<file path="src/rtl/uart_frame_tx.sv">
// Streams one frame from the transmission buffer over an 8N1 UART: two header
// bytes, then every 16-bit word high byte first, with fixed idle gaps between words.
module uart_frame_tx #(
    parameter int          CLKS_PER_BIT = 217,
    parameter int          NUM_WORDS    = 19200,
    parameter logic [7:0]  HDR0         = 8'hAA,
    parameter logic [7:0]  HDR1         = 8'h55
) (
    input  logic        dclk,
    input  logic        clr,
    input  logic        start,
    input  logic [15:0] tmem_dout,
    output logic [14:0] t_addr,
    output logic        tmem_rd_en,
    output logic        txd,
    output logic        busy,
    output logic        frame_done
);

    // state   | meaning
    // IDLE    | line idle, waiting for start
    // HDR_A   | serializing HDR0
    // HDR_B   | serializing HDR1
    // FETCH   | read address presented, read enable high
    // LATCH   | buffer data captured into word register
    // SEND_HI | serializing word[15:8]
    // SEND_LO | serializing word[7:0]
    // NEXT    | advance word index or finish
    // DONE    | frame_done pulse, address returns to 0
    localparam logic [3:0] S_IDLE    = 4'd0;
    localparam logic [3:0] S_HDR_A   = 4'd1;
    localparam logic [3:0] S_HDR_B   = 4'd2;
    localparam logic [3:0] S_FETCH   = 4'd3;
    localparam logic [3:0] S_LATCH   = 4'd4;
    localparam logic [3:0] S_SEND_HI = 4'd5;
    localparam logic [3:0] S_SEND_LO = 4'd6;
    localparam logic [3:0] S_NEXT    = 4'd7;
    localparam logic [3:0] S_DONE    = 4'd8;

    localparam int              BW        = (CLKS_PER_BIT > 1) ? $clog2(CLKS_PER_BIT) : 1;
    localparam logic [BW-1:0]   BAUD_LOAD = BW'(CLKS_PER_BIT - 1);
    localparam logic [14:0]     LAST_IDX  = 15'(NUM_WORDS - 1);

    logic [3:0]    state;
    logic [BW-1:0] baud_cnt;
    logic [3:0]    bit_cnt;
    logic [14:0]   word_idx;
    logic [15:0]   word_q;
    logic [9:0]    shreg;
    logic          sending;
    logic          bit_end;
    logic          byte_end;
    logic          last_word;

    function automatic logic [9:0] frame_of(input logic [7:0] b);
        return {1'b1, b, 1'b0};
    endfunction

    assign sending   = (state == S_HDR_A) || (state == S_HDR_B) ||
                       (state == S_SEND_HI) || (state == S_SEND_LO);
    assign bit_end   = (baud_cnt == '0);
    assign byte_end  = sending && bit_end && (bit_cnt == 4'd9);
    assign last_word = (word_idx == LAST_IDX);

    // The shift register fills with ones as it drains, so its LSB is the line level
    // in every state and txd comes straight from a flop.
    assign txd        = shreg[0];
    assign tmem_rd_en = (state == S_FETCH);
    assign frame_done = (state == S_DONE);
    assign busy       = (state != S_IDLE) && (state != S_DONE) &&
                        !((state == S_NEXT) && last_word);

    always_ff @(posedge dclk or posedge clr) begin
        if (clr) begin
            state    <= S_IDLE;
            baud_cnt <= '0;
            bit_cnt  <= '0;
            word_idx <= '0;
            word_q   <= '0;
            t_addr   <= '0;
            shreg    <= '1;
        end else begin
            if (sending) begin
                if (bit_end) begin
                    baud_cnt <= BAUD_LOAD;
                    shreg    <= {1'b1, shreg[9:1]};
                    bit_cnt  <= (bit_cnt == 4'd9) ? 4'd0 : bit_cnt + 4'd1;
                end else begin
                    baud_cnt <= baud_cnt - 1'b1;
                end
            end

            // Byte-chaining loads below override the drain shift on the same edge.
            case (state)
                S_IDLE: begin
                    if (start) begin
                        state    <= S_HDR_A;
                        baud_cnt <= BAUD_LOAD;
                        bit_cnt  <= '0;
                        shreg    <= frame_of(HDR0);
                    end
                end
                S_HDR_A: begin
                    if (byte_end) begin
                        state <= S_HDR_B;
                        shreg <= frame_of(HDR1);
                    end
                end
                S_HDR_B: begin
                    if (byte_end) begin
                        state  <= S_FETCH;
                        t_addr <= word_idx;
                    end
                end
                S_FETCH: state <= S_LATCH;
                S_LATCH: begin
                    word_q   <= tmem_dout;
                    state    <= S_SEND_HI;
                    baud_cnt <= BAUD_LOAD;
                    bit_cnt  <= '0;
                    shreg    <= frame_of(tmem_dout[15:8]);
                end
                S_SEND_HI: begin
                    if (byte_end) begin
                        state <= S_SEND_LO;
                        shreg <= frame_of(word_q[7:0]);
                    end
                end
                S_SEND_LO: begin
                    if (byte_end) state <= S_NEXT;
                end
                S_NEXT: begin
                    if (last_word) begin
                        state <= S_DONE;
                    end else begin
                        word_idx <= word_idx + 15'd1;
                        t_addr   <= word_idx + 15'd1;
                        state    <= S_FETCH;
                    end
                end
                S_DONE: begin
                    t_addr   <= '0;
                    word_idx <= '0;
                    state    <= S_IDLE;
                end
                default: state <= S_IDLE;
            endcase
        end
    end

endmodule

</file>
<file path="config.mk">
export PLATFORM = sky130hd
export DESIGN_NAME = uart_frame_tx
export DESIGN_NICKNAME = d
export VERILOG_FILES = /design/src/rtl/uart_frame_tx.sv
export SDC_FILE = /design/constraint.sdc
export NUM_CORES = 1
export LEC_CHECK = 0
export BUFFER_PORTS_ARGS = -buffer_cell sky130_fd_sc_hd__buf_2
export CORE_ASPECT_RATIO = 0.6
export CORE_UTILIZATION = 37
export DETAILED_ROUTE_END_ITERATION = 12
export GPL_TIMING_DRIVEN = 0
export HOLD_SLACK_MARGIN = 0.03
export PLACE_DENSITY = 0.66
export SETUP_SLACK_MARGIN = 0.4
export SLEW_MARGIN = 30
export SYNTH_ARGS = -nofsm -noshare
export SYNTH_HDL_FRONTEND = slang
export SYNTH_SLANG_ARGS = --single-unit
</file>
<file path="constraint.sdc">
create_clock -name dclk -period 2.7 [get_ports dclk]
set_input_delay 0.27 -clock dclk [delete_from_list [all_inputs] [get_ports dclk]]
set_output_delay 0.27 -clock dclk [all_outputs]
set_load 0.01 [all_outputs]
</file>
==> run_summary.xml, run 1 <==
<?xml version="1.0" encoding="UTF-8"?>
<metrics>
  <group name="timing">
    <metric name="slew_headroom" unit="%">61.1</metric>
    <metric name="rsz_0062_raised_after_global_routing" unit="">true</metric>
    <metric name="final_period_utilization" unit="%">87.4</metric>
    <metric name="finalSetupTns" unit="ns">0</metric>
    <metric name="fin_skew" unit="ns">0.00914</metric>
    <metric name="fin_ws" unit="ns">0.339</metric>
    <metric name="final_hold_vio_count" unit="">0</metric>
    <metric name="finalWorstPathRequiredPeriod" unit="ns">2.36</metric>
    <metric name="clock.fmax" unit="GHz">0.424</metric>
    <metric name="setup-violations-final" unit="">0</metric>
    <metric name="timing_worst_slew_pin_value" unit="ns">0.579</metric>
    <metric name="timing.final.max_slew_violations" unit="">0</metric>
  </group>
  <group name="critical_path">
    <metric name="cp_dominant_cell_by_count" unit="">buf_6</metric>
    <metric name="timing.critical_path.fanout_max" unit="">8</metric>
    <metric name="max_stage_delay" unit="ns">0.56</metric>
    <metric name="cpLargestDelayFamily" unit="">simple AND/OR/NAND/NOR gates</metric>
    <metric name="setup.worst_path.end_class" unit="">flip-flop</metric>
    <metric name="start_kind" unit="">flip-flop</metric>
    <metric name="cp_slowest_cell" unit="">or4_4</metric>
    <metric name="r2r_setup_slack" unit="ns">0.34</metric>
    <metric name="worstPathCellList" unit="">nand4_4, or4_4, buf_8, nor3_4, buf_6, a21oi_4, buf_6, buf_16, mux2_4</metric>
    <metric name="critPathBufInv" unit="">4</metric>
    <metric name="critical_path_required" unit="ns">2.92</metric>
    <metric name="timing.setup.critical_path_class" unit="">flip-flop to flip-flop</metric>
    <metric name="crit_arrival" unit="ns">2.58</metric>
  </group>
  <group name="pwr">
    <metric name="power_switching" unit="uW">697</metric>
    <metric name="power.share.sequential" unit="%">40.4</metric>
    <metric name="power_leakage" unit="nW">2.05</metric>
    <metric name="power-per-cell-area" unit="nW/um^2">605</metric>
    <metric name="netSwitchingFraction" unit="%">24.8</metric>
    <metric name="intPower" unit="mW">2.12</metric>
    <metric name="power_frac_clock" unit="%">43.4</metric>
    <metric name="vdd_ir_drop_max" unit="V">0.000305</metric>
    <metric name="combinationalPowerShare" unit="%">16.2</metric>
  </group>
  <group name="final_layout">
    <metric name="summed_area_of_non_filler_cells_in_the_final_layout" unit="sq um">4660</metric>
    <metric name="final_net_count" unit="">461</metric>
    <metric name="mostFrequentLayoutCell" unit="">dfrtp_1</metric>
    <metric name="drive_above_1_share" unit="%">32.9</metric>
    <metric name="layout.cells.most_common_list" unit="">dfrtp_1 (53), nand2_1 (49), buf_2 (38)</metric>
    <metric name="filler_cell_count" unit="">831</metric>
    <metric name="area_added_between_synthesis_and_finish" unit="%">33.0</metric>
    <metric name="ff_latch_area" unit="sq um">1620</metric>
    <metric name="final_core_utilization" unit="%">50.7</metric>
    <metric name="area_used_by_multi_input_combinational_logic" unit="sq um">1880</metric>
    <metric name="number_of_cells_in_the_finished_layout_apart_from_fillers" unit="">574</metric>
    <metric name="antenna_cells" unit="">0</metric>
  </group>
  <group name="clock_tree">
    <metric name="clk_latency" unit="ns">0.34</metric>
    <metric name="cts.reportedPaths.clkPinSlew" unit="ns">0.06</metric>
    <metric name="number_of_clock_sinks_seen_by_cts" unit="">64</metric>
    <metric name="cts-buffers-inserted" unit="">9</metric>
    <metric name="htree_levels" unit="">3</metric>
    <metric name="clock_tree_from_tritoncts" unit="">built</metric>
    <metric name="cts_max_path_buffers" unit="">2</metric>
    <metric name="clockRootBuffer" unit="">clkbuf_16</metric>
  </group>
  <group name="placed_design">
    <metric name="place.detailed.instances" unit="">527</metric>
    <metric name="dpl-instance-area" unit="sq um">3880</metric>
    <metric name="hpwl" unit="microns">6140</metric>
    <metric name="port_buffers" unit="">37</metric>
    <metric name="finalWeightedCongestion" unit="">0.890</metric>
    <metric name="detailedPlace.worstSlack" unit="ns">-0.0343</metric>
  </group>
  <group name="floorplanning">
    <metric name="die_area" unit="sq um">9860</metric>
    <metric name="chipWidth" unit="microns">128</metric>
    <metric name="std_cell_rows" unit="">27</metric>
    <metric name="starting_density" unit="%">38.1</metric>
    <metric name="pin_count" unit="">38</metric>
    <metric name="die-height" unit="microns">77.3</metric>
    <metric name="core_region_area" unit="sq um">9190</metric>
  </group>
  <group name="routing">
    <metric name="detailroute.via_count" unit="">3127</metric>
    <metric name="drt-vias-per-instance" unit="">5.45</metric>
    <metric name="ant_nets" unit="">0</metric>
    <metric name="finalWirelength" unit="microns">9510</metric>
    <metric name="drt-initial-drc-count" unit="">322</metric>
    <metric name="drc" unit="">0</metric>
    <metric name="wl_per_cell" unit="microns">16.6</metric>
    <metric name="dr_pass1_iterations" unit="">5</metric>
  </group>
  <group name="grt">
    <metric name="global_route.overflow_total" unit="">0</metric>
    <metric name="wire_length_of_the_first_global_routing_pass" unit="microns">15000</metric>
    <metric name="pin_count_of_the_biggest_net_entering_global_routing" unit="">46</metric>
    <metric name="globalRouteTotalUtil" unit="%">20.1</metric>
    <metric name="antenna_violations_before_repair" unit="">0</metric>
    <metric name="grt_pass1_vias" unit="">2881</metric>
  </group>
  <group name="logic_synthesis">
    <metric name="yosysWarningCount" unit="">0</metric>
    <metric name="asyncSetResetFlopFracSynth" unit="%">100</metric>
    <metric name="synth-edff-count" unit="">0</metric>
    <metric name="ys.flop_type" unit="">dfrtp_1</metric>
    <metric name="avgSynthCellArea" unit="sq um">9.75</metric>
    <metric name="postSynthCellCount" unit="">359</metric>
    <metric name="synth_top_cells_by_area" unit="">dfrtp_1 (39%), dfstp_2 (7.5%), nand2_1 (5.3%)</metric>
    <metric name="synth_cell_types" unit="">59</metric>
    <metric name="ys_seq_elements" unit="">64</metric>
    <metric name="cell_type_contributing_the_most_total_cell_area_after_synthesis" unit="">dfrtp_1</metric>
    <metric name="mappedNetlistArea" unit="sq um">3500</metric>
    <metric name="synth_sequential_area_ratio" unit="%">46.1</metric>
    <metric name="synth.net_count" unit="">381</metric>
    <metric name="synth_top_area_share" unit="%">38.6</metric>
  </group>
  <group name="outcome">
    <metric name="outcome" unit="">finished, final reports clean</metric>
  </group>
  <group name="flow_run">
    <metric name="maxCapViolations" unit="">0</metric>
  </group>
  <group name="worst_hold_path">
    <metric name="hold_path.class" unit="">input pin to flip-flop</metric>
  </group>
</metrics>
## timing repair
action                                 4_1_cts  5_1_grt
resized for setup                           24       27
pin swaps                                    6       13
endpoints found under the hold margin       13        0
cloned                                       1        0
buffers inserted                            25        4
setup endpoints to repair                   48       43
hold buffers                                 1        0
## routing by layer
metal  GRT usage, %  part of all wire, %  vias to the layer above
met1           30.4                   49                     1487
met3           6.90                  8.7                       18
met4           6.07                  1.2                        0
met2           26.4                   41                      151
li1               -                    -                     1471
met5              0                    0                        -
## cell usage after synthesis (4+ instances only)
master	instances
dfrtp_1	54
nand2_1	49
o21ai_0	26
nor2_1	22
nand3_1	17
inv_1	14
a21oi_1	13
clkbuf_1	13
dfstp_2	10
mux2_4	10
mux2i_1	10
nor3_1	8
nor4_1	8
o211ai_1	7
xnor2_1	7
and3_1	6
o2111ai_1	6
mux2_2	5
a22oi_1	4
nand2b_1	4
o221ai_1	4
## power by group through the flow
| stage | sequential (mW) | clock [mW] | combinational [mW] |
|---|---|---|---|
| finish | 1.14 | 1.22 | 0.456 |
| global route | 1.15 | 1.29 | 0.495 |
| CTS | 1.12 | 1.25 | 0.378 |
| detailed placement | 1.15 | 0 | 0.254 |
| global placement | 1.15 | 0 | 0.240 |
| floorplan | 1.13 | 0 | 0.195 |
## area by class of cell
class / instances / share of cell area, %
Tap cell: 130 / 3.49
Inverter: 15 / 1.26
Sequential cell: 64 / 34.7
Clock inverter: 2 / 0.752
Multi-Input combinational cell: 261 / 40.3
Buffer: 19 / 2.74
Clock buffer: 14 / 6.10
Timing Repair Buffer: 69 / 10.6
## through the flow
stage	power [mW]	hold WS [ns]
final	2.81	0.123
after global routing	2.93	0.117
after CTS	2.75	0.114
after detailed placement	1.40	0.253
after global placement	1.38	0.459
after floorplan	1.32	0.375
## final timing paths
| check | end | depth (start not counted) | from |
|---|---|---|---|
| worst max-delay path | t_addr[1]$_DFFE_PP0P_ | 9 | word_idx[2]$_DFFE_PP0P_ |
| worst min-delay path | word_q[5]$_DFFE_PP0P_ | 3 | tmem_dout[5] |
| worst max register to register | t_addr[1]$_DFFE_PP0P_ | 9 | word_idx[2]$_DFFE_PP0P_ |
| worst min register to register | word_q[2]$_DFFE_PP0P_ | 2 | word_q[2]$_DFFE_PP0P_ |
| max in group asynchronous | shreg[3]$_DFF_PP1_ | 4 | clr |
| min in group asynchronous | baud_cnt[6]$_DFF_PP0_ | 3 | clr |
## cells by family (layout without fill, tap and decap cells)
| family | count (synthesis) | count (layout) | synth area share [%] |
|---|---|---|---|
| muxes | 25 | 25 | 8.76 |
| adders and majority gates | 3 | 3 | 1.07 |
| xor gates and xnor gates | 10 | 10 | 2.50 |
| and+or+nand+nor | 144 | 144 | 22.0 |
| DFF | 64 | 64 | 46.1 |
| buffers and inverters | 34 | 119 | 4.36 |
| AOI/OAI and AO/OA | 79 | 79 | 15.2 |
## worst reg2reg max path: stages (launching register included)
cell and delay [ns]:
dfrtp_1 0.52, nand4_4 0.14, or4_4 0.56, buf_8 0.15
nor3_4 0.13, buf_6 0.14, a21oi_4 0.04, buf_6 0.14
buf_16 0.13, mux2_4 0.29
## flip-flops by register name, indices dropped and copies added, names as in the netlist
register / flops
shreg: 10
bit_cnt: 4
state: 4
baud_cnt: 8
word_q: 8
word_idx: 15
t_addr: 15
(Power assumes the default switching activity.)
==> run 2, diff against run 1 <==
CORE_UTILIZATION = 45   (was 37)
PLACE_DENSITY = 0.75   (was 0.66)
==> run 2 against run 1 <==
Final area fell by 3.6%. Largest cell class unchanged. Register-to-register slack improved by 0.02 ns. Routed wire length fell by 6.0%. Sequential power barely moved. Critical endpoint is now busy. Critical path type is now flip-flop to output port. Power fell by 4.5%. Via count rose by 1.1%. Critical path depth fell by 2. Die area fell by 17%. Non-clock buffer count fell by 8. Global-route usage rose by 3.5 points.
==> run_summary.xml, run 2 (synthesis gave the netlist of run 1 again) <==
<?xml version="1.0" encoding="UTF-8"?>
<metrics>
  <group name="routing">
    <metric name="drt-initial-drc-count" unit="">357</metric>
    <metric name="wl_per_cell" unit="microns">16.6</metric>
    <metric name="drc" unit="">0</metric>
    <metric name="dr_pass1_iterations" unit="">6</metric>
    <metric name="finalWirelength" unit="microns">8940</metric>
    <metric name="drt-vias-per-instance" unit="">5.86</metric>
    <metric name="detailroute.via_count" unit="">3162</metric>
    <metric name="ant_nets" unit="">0</metric>
  </group>
  <group name="final_layout">
    <metric name="antenna_cells" unit="">0</metric>
    <metric name="reg_top3" unit="">t_addr x15, word_idx x15, shreg x10</metric>
    <metric name="final_net_count" unit="">453</metric>
    <metric name="layout.cells.most_common_list" unit="">dfrtp_1 (54), nand2_1 (48), buf_2 (38)</metric>
    <metric name="number_of_cells_in_the_finished_layout_apart_from_fillers" unit="">540</metric>
    <metric name="mostFrequentLayoutCell" unit="">dfrtp_1</metric>
    <metric name="drive_above_1_share" unit="%">31.2</metric>
    <metric name="area_added_between_synthesis_and_finish" unit="%">28.2</metric>
  </group>
  <group name="critical_path">
    <metric name="setup.worst_path.end_class" unit="">output port</metric>
    <metric name="start_kind" unit="">flip-flop</metric>
    <metric name="timing.setup.critical_path_class" unit="">flip-flop to output port</metric>
    <metric name="timing.critical_path.fanout_max" unit="">6</metric>
    <metric name="critical_path_required" unit="ns">2.43</metric>
    <metric name="crit_arrival" unit="ns">2.08</metric>
  </group>
  <group name="pwr">
    <metric name="power-per-cell-area" unit="nW/um^2">599</metric>
    <metric name="power_leakage" unit="nW">1.99</metric>
    <metric name="post-layout-total-power" unit="mW">2.69</metric>
    <metric name="vdd_ir_drop_max" unit="V">0.000354</metric>
  </group>
  <group name="timing">
    <metric name="clock.fmax" unit="GHz">0.425</metric>
    <metric name="setup-violations-final" unit="">0</metric>
    <metric name="final_hold_vio_count" unit="">0</metric>
    <metric name="rsz_0062_raised_after_global_routing" unit="">true</metric>
    <metric name="finalWorstPathRequiredPeriod" unit="ns">2.35</metric>
    <metric name="fin_ws" unit="ns">0.348</metric>
    <metric name="fin_skew" unit="ns">0.00424</metric>
    <metric name="slew_headroom" unit="%">59.6</metric>
    <metric name="final_period_utilization" unit="%">87.1</metric>
    <metric name="timing_worst_slew_pin_value" unit="ns">0.606</metric>
    <metric name="timing.final.max_slew_violations" unit="">0</metric>
  </group>
  <group name="grt">
    <metric name="wire_length_of_the_first_global_routing_pass" unit="microns">14700</metric>
    <metric name="gr-usage-met1" unit="%">36.3</metric>
    <metric name="global_route.overflow_total" unit="">0</metric>
    <metric name="top_usage_layer" unit="">met1</metric>
    <metric name="globalRouteTotalUtil" unit="%">23.6</metric>
    <metric name="grt_pass1_vias" unit="">2927</metric>
    <metric name="globalRouteMet2Util" unit="%">32.8</metric>
    <metric name="grt.met3_usage" unit="%">5.56</metric>
    <metric name="pin_count_of_the_biggest_net_entering_global_routing" unit="">34</metric>
    <metric name="antenna_violations_before_repair" unit="">0</metric>
  </group>
  <group name="placed_design">
    <metric name="finalWeightedCongestion" unit="">0.927</metric>
    <metric name="place.detailed.instances" unit="">501</metric>
    <metric name="port_buffers" unit="">37</metric>
    <metric name="hpwl" unit="microns">6020</metric>
    <metric name="detailedPlace.worstSlack" unit="ns">-0.0547</metric>
  </group>
  <group name="clock_tree">
    <metric name="cts_max_path_buffers" unit="">2</metric>
    <metric name="cts.reportedPaths.clkPinSlew" unit="ns">0.05</metric>
    <metric name="number_of_clock_sinks_seen_by_cts" unit="">64</metric>
    <metric name="clockRootBuffer" unit="">clkbuf_16</metric>
    <metric name="htree_levels" unit="">3</metric>
    <metric name="clk_latency" unit="ns">0.32</metric>
    <metric name="clock_tree_from_tritoncts" unit="">built</metric>
    <metric name="cts-buffers-inserted" unit="">9</metric>
  </group>
  <group name="floorplanning">
    <metric name="chipWidth" unit="microns">116</metric>
    <metric name="pin_count" unit="">38</metric>
    <metric name="std_cell_rows" unit="">24</metric>
    <metric name="core_region_area" unit="sq um">7390</metric>
    <metric name="die_area" unit="sq um">8150</metric>
    <metric name="starting_density" unit="%">47.4</metric>
    <metric name="die-height" unit="microns">70.3</metric>
  </group>
  <group name="flow_run">
    <metric name="maxCapViolations" unit="">0</metric>
  </group>
  <group name="outcome">
    <metric name="outcome" unit="">finished, final reports clean</metric>
  </group>
  <group name="worst_hold_path">
    <metric name="hold_path.class" unit="">input pin to flip-flop</metric>
  </group>
</metrics>
[run 2: cell count changes in the layout (fill, tap and decap cells not counted), sizes merged]
cell    previous run  this run
buf               74        66
clkbuf            27        26
bufinv             1         2
[run 2: report_power, final]
part,switching (mW),internal [mW]
Sequential,0.0763,1.05
Clock,0.391,0.832
Combinational,0.169,0.165
[run 2: per-stage QoR]
step	area, sq um	hold WS, ns	utilization (%)	TNS (ns)
detailed placement	3840	0.308	52.0	-0.508
floorplan	3500	0.375	-	0
finish	4490	0.137	60.8	0
global route	4490	0.129	60.8	0
CTS	4420	0.131	59.9	0
global placement	3820	0.460	51.7	0
[run 2: final cells by class]
type                            count  area (sq um)
Timing Repair Buffer               61           395
Buffer                             19           130
Clock inverter                      3          65.1
Sequential cell                    64          1610
Inverter                           15          58.8
Multi-Input combinational cell    261          1840
Clock buffer                       13           250
Tap cell                          104           130
Fill cell                         584          2900
[run 2: worst paths after layout]
path                                    endpoint  slack (ns)  depth (start not counted)                    start
max in group asynchronous   state[1]$_DFFE_PP0P_        1.67                          4                      clr
hold / removal             word_q[6]$_DFFE_PP0P_        0.14                          3             tmem_dout[6]
setup reg to reg           t_addr[8]$_DFFE_PP0P_        0.36                          9  word_idx[1]$_DFFE_PP0P_
setup / recovery                            busy        0.35                          7  word_idx[1]$_DFFE_PP0P_
min in group asynchronous  baud_cnt[0]$_DFF_PP0_        0.50                          3                      clr
hold reg to reg            word_q[2]$_DFFE_PP0P_        0.48                          2    word_q[2]$_DFFE_PP0P_
[run 2: critical path, cell delays in order (launching register included)]
cell and delay, ns:
dfrtp_1 0.41, ha_4 0.17, nand4_4 0.10, or4_4 0.54, buf_8 0.15, nor3_4 0.17, nor2_2 0.07, buf_2 0.14
[run 2: metal layers]
metal,wire length (microns),vias to the layer above
met5,0,-
met4,123,0
met3,821,15
met2,3690,170
met1,4300,1526
li1,-,1451
[run 2: repair_timing]
item                       4_1_cts  5_1_grt
setup endpoints to repair       52       46
pin swaps                        7        6
hold endpoints to repair        22        0
buffers inserted                19        3
gates resized for setup         28       14
hold buffers                     1        0
